`config.mk`:
```
export PLATFORM = sky130hd
export DESIGN_NAME = axi_video_framer
export DESIGN_NICKNAME = d
export VERILOG_FILES = /design/src/rtl/axi_video_framer.sv
export SDC_FILE = /design/constraint.sdc
export NUM_CORES = 1
export LEC_CHECK = 0
export BUFFER_PORTS_ARGS = -buffer_cell sky130_fd_sc_hd__buf_2
export CAP_MARGIN = 20
export CORE_UTILIZATION = 54
export CTS_CLUSTER_SIZE = 10
export DETAILED_ROUTE_END_ITERATION = 10
export GPL_TIMING_DRIVEN = 1
export HOLD_SLACK_MARGIN = 0.1
export MAX_ROUTING_LAYER = met4
export PLACE_DENSITY = 0.81
export SYNTH_ARGS = -nofsm -noshare
export SYNTH_HDL_FRONTEND = slang
export SYNTH_SLANG_ARGS = --single-unit
```
`constraint.sdc`:
```
create_clock -name clk -period 4.6 [get_ports clk]
set_input_delay 0.69 -clock clk [delete_from_list [all_inputs] [get_ports clk]]
set_output_delay 0.69 -clock clk [all_outputs]
set_load 0.005 [all_outputs]
```
`src/rtl/axi_video_framer.sv`:
```
// Purpose : AXI4-Stream video framer; tags raw pixel words with start-of-frame (o_tuser)
//           and end-of-line (o_tlast) from a frame geometry latched at frame start.
// Latency : 1 cycle from input handshake to o_tvalid; 1 beat/cycle sustained.
// Backpressure: single registered output stage; i_tready = RUN & (~o_tvalid | o_tready).
//
// Ports:
//   clk, reset_n            clock, asynchronous active-low reset
//   clear                   synchronous soft reset (same values as reset_n)
//   enable                  permits frame starts; sampled in IDLE and at end of frame
//   cfg_width, cfg_height   frame geometry, latched into shadow registers at frame start
//   i_tdata/i_tvalid/i_tready               input pixel stream
//   o_tdata/o_tvalid/o_tready/o_tuser/o_tlast   output pixel stream (all registered)
//   frame_done              pulse in the cycle the last beat of a frame is accepted
//   col, row                input position status
//
// Build option: define AXI_VIDEO_FRAMER_STATUS_EN to expose the live column/row
// counters on col/row; otherwise both are tied to zero.

module axi_video_framer #(
  parameter int WIDTH    = 32,
  parameter int COL_BITS = 12,
  parameter int ROW_BITS = 12
) (
  input  logic                clk,
  input  logic                reset_n,
  input  logic                clear,
  input  logic                enable,
  input  logic [COL_BITS-1:0] cfg_width,
  input  logic [ROW_BITS-1:0] cfg_height,
  input  logic [WIDTH-1:0]    i_tdata,
  input  logic                i_tvalid,
  output logic                i_tready,
  output logic [WIDTH-1:0]    o_tdata,
  output logic                o_tvalid,
  input  logic                o_tready,
  output logic                o_tuser,
  output logic                o_tlast,
  output logic                frame_done,
  output logic [COL_BITS-1:0] col,
  output logic [ROW_BITS-1:0] row
);

  typedef enum logic {
    IDLE = 1'b0,
    RUN  = 1'b1
  } state_t;

  state_t              state_q, state_d;
  logic [COL_BITS-1:0] w_s_q, w_s_d;
  logic [ROW_BITS-1:0] h_s_q, h_s_d;
  logic [COL_BITS-1:0] col_q, col_d;
  logic [ROW_BITS-1:0] row_q, row_d;
  logic [WIDTH-1:0]    tdata_q, tdata_d;
  logic                tvalid_q, tvalid_d;
  logic                tuser_q, tuser_d;
  logic                tlast_q, tlast_d;

  logic [COL_BITS-1:0] w_last;
  logic [ROW_BITS-1:0] h_last;
  logic                col_last;
  logic                row_last;
  logic                cfg_ok;
  logic                in_hs;
  logic                out_hs;

  // Last column/row indices; shadow values are never zero while in RUN.
  assign w_last   = w_s_q - COL_BITS'(1);
  assign h_last   = h_s_q - ROW_BITS'(1);
  assign col_last = (col_q == w_last);
  assign row_last = (row_q == h_last);
  assign cfg_ok   = (cfg_width != '0) && (cfg_height != '0);

  // Ready follows the output register: accept whenever the register is empty or
  // is being emptied this cycle, which keeps full throughput under o_tready=1.
  assign i_tready   = (state_q == RUN) && (!tvalid_q || o_tready);
  assign in_hs      = i_tvalid && i_tready;
  assign out_hs     = tvalid_q && o_tready;
  assign frame_done = in_hs && col_last && row_last;

  always_comb begin
    state_d  = state_q;
    w_s_d    = w_s_q;
    h_s_d    = h_s_q;
    col_d    = col_q;
    row_d    = row_q;
    tdata_d  = tdata_q;
    tvalid_d = tvalid_q;
    tuser_d  = tuser_q;
    tlast_d  = tlast_q;

    // Output register drains regardless of state; a new beat takes priority
    // over an emptying handshake in the same cycle.
    if (in_hs) begin
      tdata_d  = i_tdata;
      tvalid_d = 1'b1;
      tuser_d  = (col_q == '0) && (row_q == '0);
      tlast_d  = col_last;
    end else if (out_hs) begin
      tvalid_d = 1'b0;
    end

    unique case (state_q)
      IDLE: begin
        if (enable && cfg_ok) begin
          state_d = RUN;
          w_s_d   = cfg_width;
          h_s_d   = cfg_height;
          col_d   = '0;
          row_d   = '0;
        end
      end
      RUN: begin
        if (in_hs) begin
          if (col_last) begin
            col_d = '0;
            if (row_last) begin
              row_d = '0;
              // Back-to-back frames: re-latch geometry with no bubble. A zero
              // geometry here would never complete a frame, so fall back to IDLE.
              if (enable && cfg_ok) begin
                w_s_d = cfg_width;
                h_s_d = cfg_height;
              end else begin
                state_d = IDLE;
              end
            end else begin
              row_d = row_q + ROW_BITS'(1);
            end
          end else begin
            col_d = col_q + COL_BITS'(1);
          end
        end
      end
      default: state_d = IDLE;
    endcase

    // Soft reset discards any in-flight output beat.
    if (clear) begin
      state_d  = IDLE;
      w_s_d    = '0;
      h_s_d    = '0;
      col_d    = '0;
      row_d    = '0;
      tdata_d  = '0;
      tvalid_d = 1'b0;
      tuser_d  = 1'b0;
      tlast_d  = 1'b0;
    end
  end

  always_ff @(posedge clk or negedge reset_n) begin
    if (!reset_n) begin
      state_q  <= IDLE;
      w_s_q    <= '0;
      h_s_q    <= '0;
      col_q    <= '0;
      row_q    <= '0;
      tdata_q  <= '0;
      tvalid_q <= 1'b0;
      tuser_q  <= 1'b0;
      tlast_q  <= 1'b0;
    end else begin
      state_q  <= state_d;
      w_s_q    <= w_s_d;
      h_s_q    <= h_s_d;
      col_q    <= col_d;
      row_q    <= row_d;
      tdata_q  <= tdata_d;
      tvalid_q <= tvalid_d;
      tuser_q  <= tuser_d;
      tlast_q  <= tlast_d;
    end
  end

  assign o_tdata  = tdata_q;
  assign o_tvalid = tvalid_q;
  assign o_tuser  = tuser_q;
  assign o_tlast  = tlast_q;

`ifdef AXI_VIDEO_FRAMER_STATUS_EN
  assign col = col_q;
  assign row = row_q;
`else
  assign col = '0;
  assign row = '0;
`endif

endmodule
```
==> results.tsv, run 1 <==
metric	value	unit
timing_hold_violations_final	0	
register_bit_total_from_synthesis	84	
crit_path_cell_trace	or4_1 > or3_4 > nor4b_2 > xnor2_1 > a2111o_1 > nor2_1 > buf_2	
rows	34	
slowest_stage	or4_1	
internal_power	1.13	mW
maxCapViolCount	0	
powerDensity	287	mW/mm^2
transition_time_at_the_pin_with_the_least_slew_margin	0.841	ns
vdd_ir_drop_max	146	uV
layout_commonest_cell	buf_2	
final.setup.worst_slack	0.965	ns
clkTransAtPathRegs	0.09	ns
hold_path_class	primary input to asynchronous set/reset pin	
initial_core_util	55.9	%
cts_buffer_depth	2	
initial_antenna_violation_count	0	
drt_pass1_iterations	5	
fmax	275	MHz
area_growth_synth_to_finish	13.4	%
yosys_warnings	0	
clock-sinks	84	
critical_path_arrival	2.94	ns
insertedDiodeCount	0	
setup_violations	0	
critical_path.endpoint_type	primary output	
combinationalPowerShare	16.0	%
drive_gt1_share	20.2	%
via_per_inst	5.68	
largest_stage_delay_on_the_critical_path	0.60	ns
worst_clock_skew	0.0127	ns
clock_power_share	34.1	%
mappedNetlistArea	0.00487	mm^2
endpoint_of_the_worst_register_to_register_path	w_s_q[9]	
timing.reg2reg.worst_path_depth	9	
totalPowerFinal	1.59	mW
cts_setup_buffers	0	
synth_cells	552	
grtUsageTotal	24.9	%
synth_enable_flop_cells	0	
gp_routability_congestion	0.866	
most-common-layout-cells	buf_2 (98), nand2_1 (91), dfrtp_1 (84), nor2_1 (42), a21oi_1 (42)	
worst_hold_slack	0.318	ns
maximum_level_of_the_cts_h_tree	3	
post_cts_resize_count	0	
pre_cts_slack	1.08	ns
cts_hold_buf	0	
total_switching_power	459	uW
startpoint	h_s_q[2]	
fin_setup_tns	0	ns
r2r-start	w_s_q[2]	
total_count_of_max_transition_violations_in_the_final_report	0	
cts-buffers-inserted	9	
core-area	0.00872	mm^2
p_seq_share	49.8	%
netlist-cell-type-count	58	
setup.worst_path.start_class	register	
cts_root_buf	clkbuf_8	
route.detailed.wl_per_inst	14.9	um
postSynthAreaPerCell	8.83	um^2
dp.final_hpwl	7.82	mm
final.period_utilization	79.0	%
crit_type	register to primary output	
die_area	0.00941	mm^2
power_switching_share	28.9	%
reg2reg_slack	1.09	ns
first_iter_violations	235	
portBuffers	98	
clk_latency	0.36	ns
vias_in_the_first_global_route	3954	
slew_headroom	43.9	%
postSynth.asyncResetShare	100	%
ys.flop_type	dfrtp_1	
utilization	63.4	%
grt_start_max_net_pins	85	
die_height	97.0	um
rsz_0062_raised_after_global_routing	false	
tritoncts	yes	
overflow	0	
num_io_pins	123	
global_route_wire_length_before_repair	18.6	mm
critPathRequiredTime	3.91	ns
status	finished clean	
p_leak	2.59	nW
final_antenna_net_count	0	
finish.net_count	702	
timing.critical_path.fanout_max	8	
dr_total_vias	4236	
finalWirelength	11.1	mm
yosysSeqAreaShare	43.1	%
shortest_period_the_worst_path_allows	3.63	ns
route.detailed.drc	0	
die-width	97.0	um
==> power groups by stage <==
stage	clock, mW	sequential, mW	combinational (mW)
floorplan	0	0.800	0.180
global placement	0	0.804	0.241
detailed placement	0	0.805	0.249
CTS	0.547	0.791	0.251
global route	0.580	0.796	0.284
finish	0.541	0.791	0.255
==> state kept, by name (all words and copies together), names as in the netlist <==
name / cells
h_s_q: 12
state_q: 1
o_tuser: 1
col_q: 12
row_q: 12
o_tlast: 1
o_tdata: 32
o_tvalid: 1
w_s_q: 12
==> per-stage QoR <==
stage	cell area, um^2	cells
after floorplan	4960	575
after global placement	5310	729
after detailed placement	5310	729
after CTS	5500	744
after global routing	5530	746
final	5530	746
==> worst max-delay path by stage <==
stage | endpoint | slack (ns) | cells past startpoint
finish | frame_done | 0.97 | 7
global route | h_s_q[11] | 0.81 | 9
CTS | frame_done | 0.94 | 7
detailed placement | h_s_q[5] | 1.08 | 9
global placement | h_s_q[8] | 1.26 | 9
floorplan | h_s_q[0] | 1.38 | 9
==> area by class of cell <==
type | count | area (um^2)
Tap cell | 108 | 135
Clock inverter | 6 | 73.8
Timing Repair Buffer | 105 | 556
Clock buffer | 9 | 124
Inverter | 14 | 52.6
Fill cell | 726 | 3190
Multi-Input combinational cell | 420 | 2490
Sequential cell | 84 | 2100
==> cells in the mapped netlist, types with 3 or more instances <==
cell	n	area share (%)
nand3_1	18	1.8
inv_1	14	1.1
and3_1	9	1.2
mux2i_1	25	5.1
nor3_1	16	1.6
nand4_1	5	0.64
a31oi_1	3	0.39
xnor2_1	25	4.5
nand2b_1	7	0.90
nand3b_1	5	0.77
nor4_1	14	1.8
or2_2	3	0.39
xor2_1	11	2.0
nor3b_1	5	0.77
a21oi_1	42	4.3
nand2_1	91	7.0
o211ai_1	3	0.46
clkbuf_1	28	2.2
nor2_1	42	3.2
ha_1	6	1.5
o22ai_1	3	0.39
dfrtp_1	84	43
or4_1	3	0.46
o31ai_1	11	1.7
o21ai_0	15	1.5
buf_4	24	3.7
==> worst max-delay path, delay by kind of cell, from the launching register on <==
kind	cells	cell delay, ns
DFF	1	0.44
AOI/OAI and AO/OA	1	0.45
xor gates and xnor gates	1	0.12
and+or+nand+nor	4	1.43
buffers and inverters	1	0.14
==> logic make-up after synthesis <==
kind of cell	count (synthesis)	synth area share, %
other	1	0.0769
and+or+nand+nor	237	24.0
DFF	84	43.1
buffers and inverters	71	7.65
muxes	25	5.13
xor gates and xnor gates	36	6.47
AOI/OAI and AO/OA	92	12.0
adders and majority gates	6	1.54
==> layer usage <==
metal / global-route usage [%] / vias to the layer above / share of wire, %
li1: - / 2034 / -
met1: 30.0 / 2059 / 41
met2: 42.0 / 126 / 53
met3: 4.05 / 17 / 3.9
met4: 9.30 / 0 / 1.7
met5: - / - / 0
Power figures use the tool's default switching activity.
==> run 2, diff against run 1 <==
==> constraint.sdc (replaced) <==
create_clock -name clk -period 3.5 [get_ports clk]
set_input_delay 0.525 -clock clk [delete_from_list [all_inputs] [get_ports clk]]
set_output_delay 0.525 -clock clk [all_outputs]
set_load 0.005 [all_outputs]
==> run 2 against run 1 <==
  * Final cell count increased by 0.54%
  * Register-to-register slack got worse by 0.93 ns
  * Sequential share of layout area decreased by 0.29 points
  * Worst setup slack got worse by 0.82 ns
  * Largest cell class unchanged
==> results.tsv, run 2 (synthesized netlist as in run 1, its figures left out) <==
metric	value	unit	change
status	finished clean		unchanged
grtUsageTotal	25.7	%	was 24.9%
area_growth_synth_to_finish	14.4	%	was 13.4%
overflow	0		unchanged
shortest_period_the_worst_path_allows	3.36	ns	
cts_root_buf	clkbuf_8		unchanged
initial_core_util	55.9	%	unchanged
p_leak	2.61	nW	was 2.59 nW
die-width	97.0	um	unchanged
first_iter_violations	158		was 235
largest_stage_delay_on_the_critical_path	0.56	ns	was 0.60 ns
final.setup.worst_slack	0.144	ns	was 0.965 ns
layout_commonest_cell	buf_2		unchanged
slowest_stage	or4_4		was or4_1
rows	34		unchanged
drive_gt1_share	21.0	%	was 20.2%
num_io_pins	123		unchanged
largest_register_ffs	32		unchanged
critical_path_arrival	2.83	ns	was 2.94 ns
vias_in_the_first_global_route	4206		was 3954
powerDensity	375	mW/mm^2	was 287 mW/mm^2
setup.worst_path.start_class	register		unchanged
most-common-layout-cells	buf_2 (97), nand2_1 (91), dfrtp_1 (83), a21oi_1 (42), nor2_1 (41)		was buf_2 (98), nand2_1 (91), dfrtp_1 (84), nor2_1 (42), a21oi_1 (42)
place.detailed.instances	733		was 729
setup_violations	0		unchanged
die_area	0.00941	mm^2	unchanged
critical_path.endpoint_type	primary output		unchanged
route.detailed.wl_per_inst	15.0	um	was 14.9 um
maxCapViolCount	0		unchanged
clock-sinks	84		unchanged
cp_top_family	simple AND/OR/NAND/NOR gates		unchanged
route.detailed.drc	0		unchanged
worstPathBufferInverterCount	1		unchanged
rsz_0062_raised_after_global_routing	false		unchanged
hold_path_class	primary input to asynchronous set/reset pin		unchanged
cts_buffer_depth	2		unchanged
core-area	0.00872	mm^2	unchanged
crit_path_cell_trace	or4_4 > or3_4 > nor4b_2 > xnor2_1 > a2111o_1 > nor2_2 > buf_2		was or4_1 > or3_4 > nor4b_2 > xnor2_1 > a2111o_1 > nor2_1 > buf_2
maximum_level_of_the_cts_h_tree	3		unchanged
clkTransAtPathRegs	0.09	ns	about the same
die_height	97.0	um	unchanged
clk_latency	0.36	ns	about the same
grt_start_max_net_pins	85		unchanged
insertedDiodeCount	0		unchanged
layout.filler_cells	719		was 726
finalWirelength	11.3	mm	was 11.1 mm
cts_setup_buffers	0		unchanged
global_route_wire_length_before_repair	19.3	mm	was 18.6 mm
final.period_utilization	95.9	%	
critPathRequiredTime	2.97	ns	was 3.91 ns
fmax	298	MHz	
via_per_inst	5.65		was 5.68
drt_pass1_iterations	4		was 5
dr_total_vias	4240		was 4236
cts-buffers-inserted	9		unchanged
pre_cts_slack	0.145	ns	was 1.08 ns
final-instance-count-excl-fill	750		was 746
total_count_of_max_transition_violations_in_the_final_report	0		unchanged
totalPowerFinal	2.09	mW	was 1.59 mW
crit_type	register to primary output		unchanged
transition_time_at_the_pin_with_the_least_slew_margin	0.792	ns	was 0.841 ns
final_antenna_net_count	0		unchanged
fin_setup_tns	0	ns	unchanged
finish.net_count	705		was 702
gp_routability_congestion	0.854		was 0.866
worst_clock_skew	0.0118	ns	was 0.0127 ns
slew_headroom	46.4	%	was 43.9%
portBuffers	98		unchanged
dp.final_hpwl	8.02	mm	was 7.82 mm
timing.critical_path.fanout_max	8		unchanged
timing_hold_violations_final	0		unchanged
vdd_ir_drop_max	207	uV	was 146 uV
tritoncts	yes		unchanged
initial_antenna_violation_count	0		unchanged
## run 2: cell types whose count changed in the layout (fill, tap and decap cells not counted), sizes merged
cell    delta
buf        +3
clkbuf     +1
## run 2: layer usage
metal,up-vias,global-route usage [%],share of wire (%)
met2,144,43.6,52
met4,0,12.1,3.0
met1,2016,29.9,41
met5,-,-,0
li1,2047,-,-
met3,33,4.19,3.9
## run 2: cell type report
| cell class | instances | area [um^2] | share of cell area [%] |
|---|---|---|---|
| Multi-Input combinational cell | 420 | 2490 | 44.7 |
| Sequential cell | 84 | 2100 | 37.7 |
| Timing Repair Buffer | 108 | 593 | 10.6 |
| Tap cell | 108 | 135 | 2.42 |
| Clock buffer | 10 | 128 | 2.29 |
| Clock inverter | 6 | 71.3 | 1.28 |
| Inverter | 14 | 52.6 | 0.943 |
## run 2: final timing paths
path | startpoint | to | slack [ns] | cells after the start
worst max-delay path | h_s_q[2] | frame_done | 0.14 | 7
worst min-delay path | reset_n | o_tdata[10] | 0.14 | 1
min in group clk | i_tdata[0] | o_tdata[0] | 0.38 | 3
max in group asynchronous | reset_n | w_s_q[11] | 2.74 | 2
worst min register to register | o_tdata[13] | o_tdata[13] | 0.52 | 2
worst max register to register | h_s_q[2] | h_s_q[5] | 0.16 | 9
## run 2: power breakdown
part / switching [mW] / total, mW / internal, mW
logic: 0.191 / 0.343 / 0.152
clock network: 0.372 / 0.708 / 0.336
registers: 0.0376 / 1.04 / 1.00
total: 0.600 / 2.09 / 1.49
## run 2: what timing repair did
action | CTS | global route
setup endpoints to repair | 0 | 2
hold buffers | 0 | 0
resized for setup | 0 | 3
## run 2: metrics by stage
step	hold WS, ns	utilization (%)	instance area, um^2
4_1_cts	0.370	63.6	5550
5_1_grt	0.171	63.9	5580
2_1_floorplan	0.229	-	4960
3_3_place_gp	0.496	61.3	5350
6_report	0.139	63.9	5580
3_5_place_dp	0.512	61.3	5350
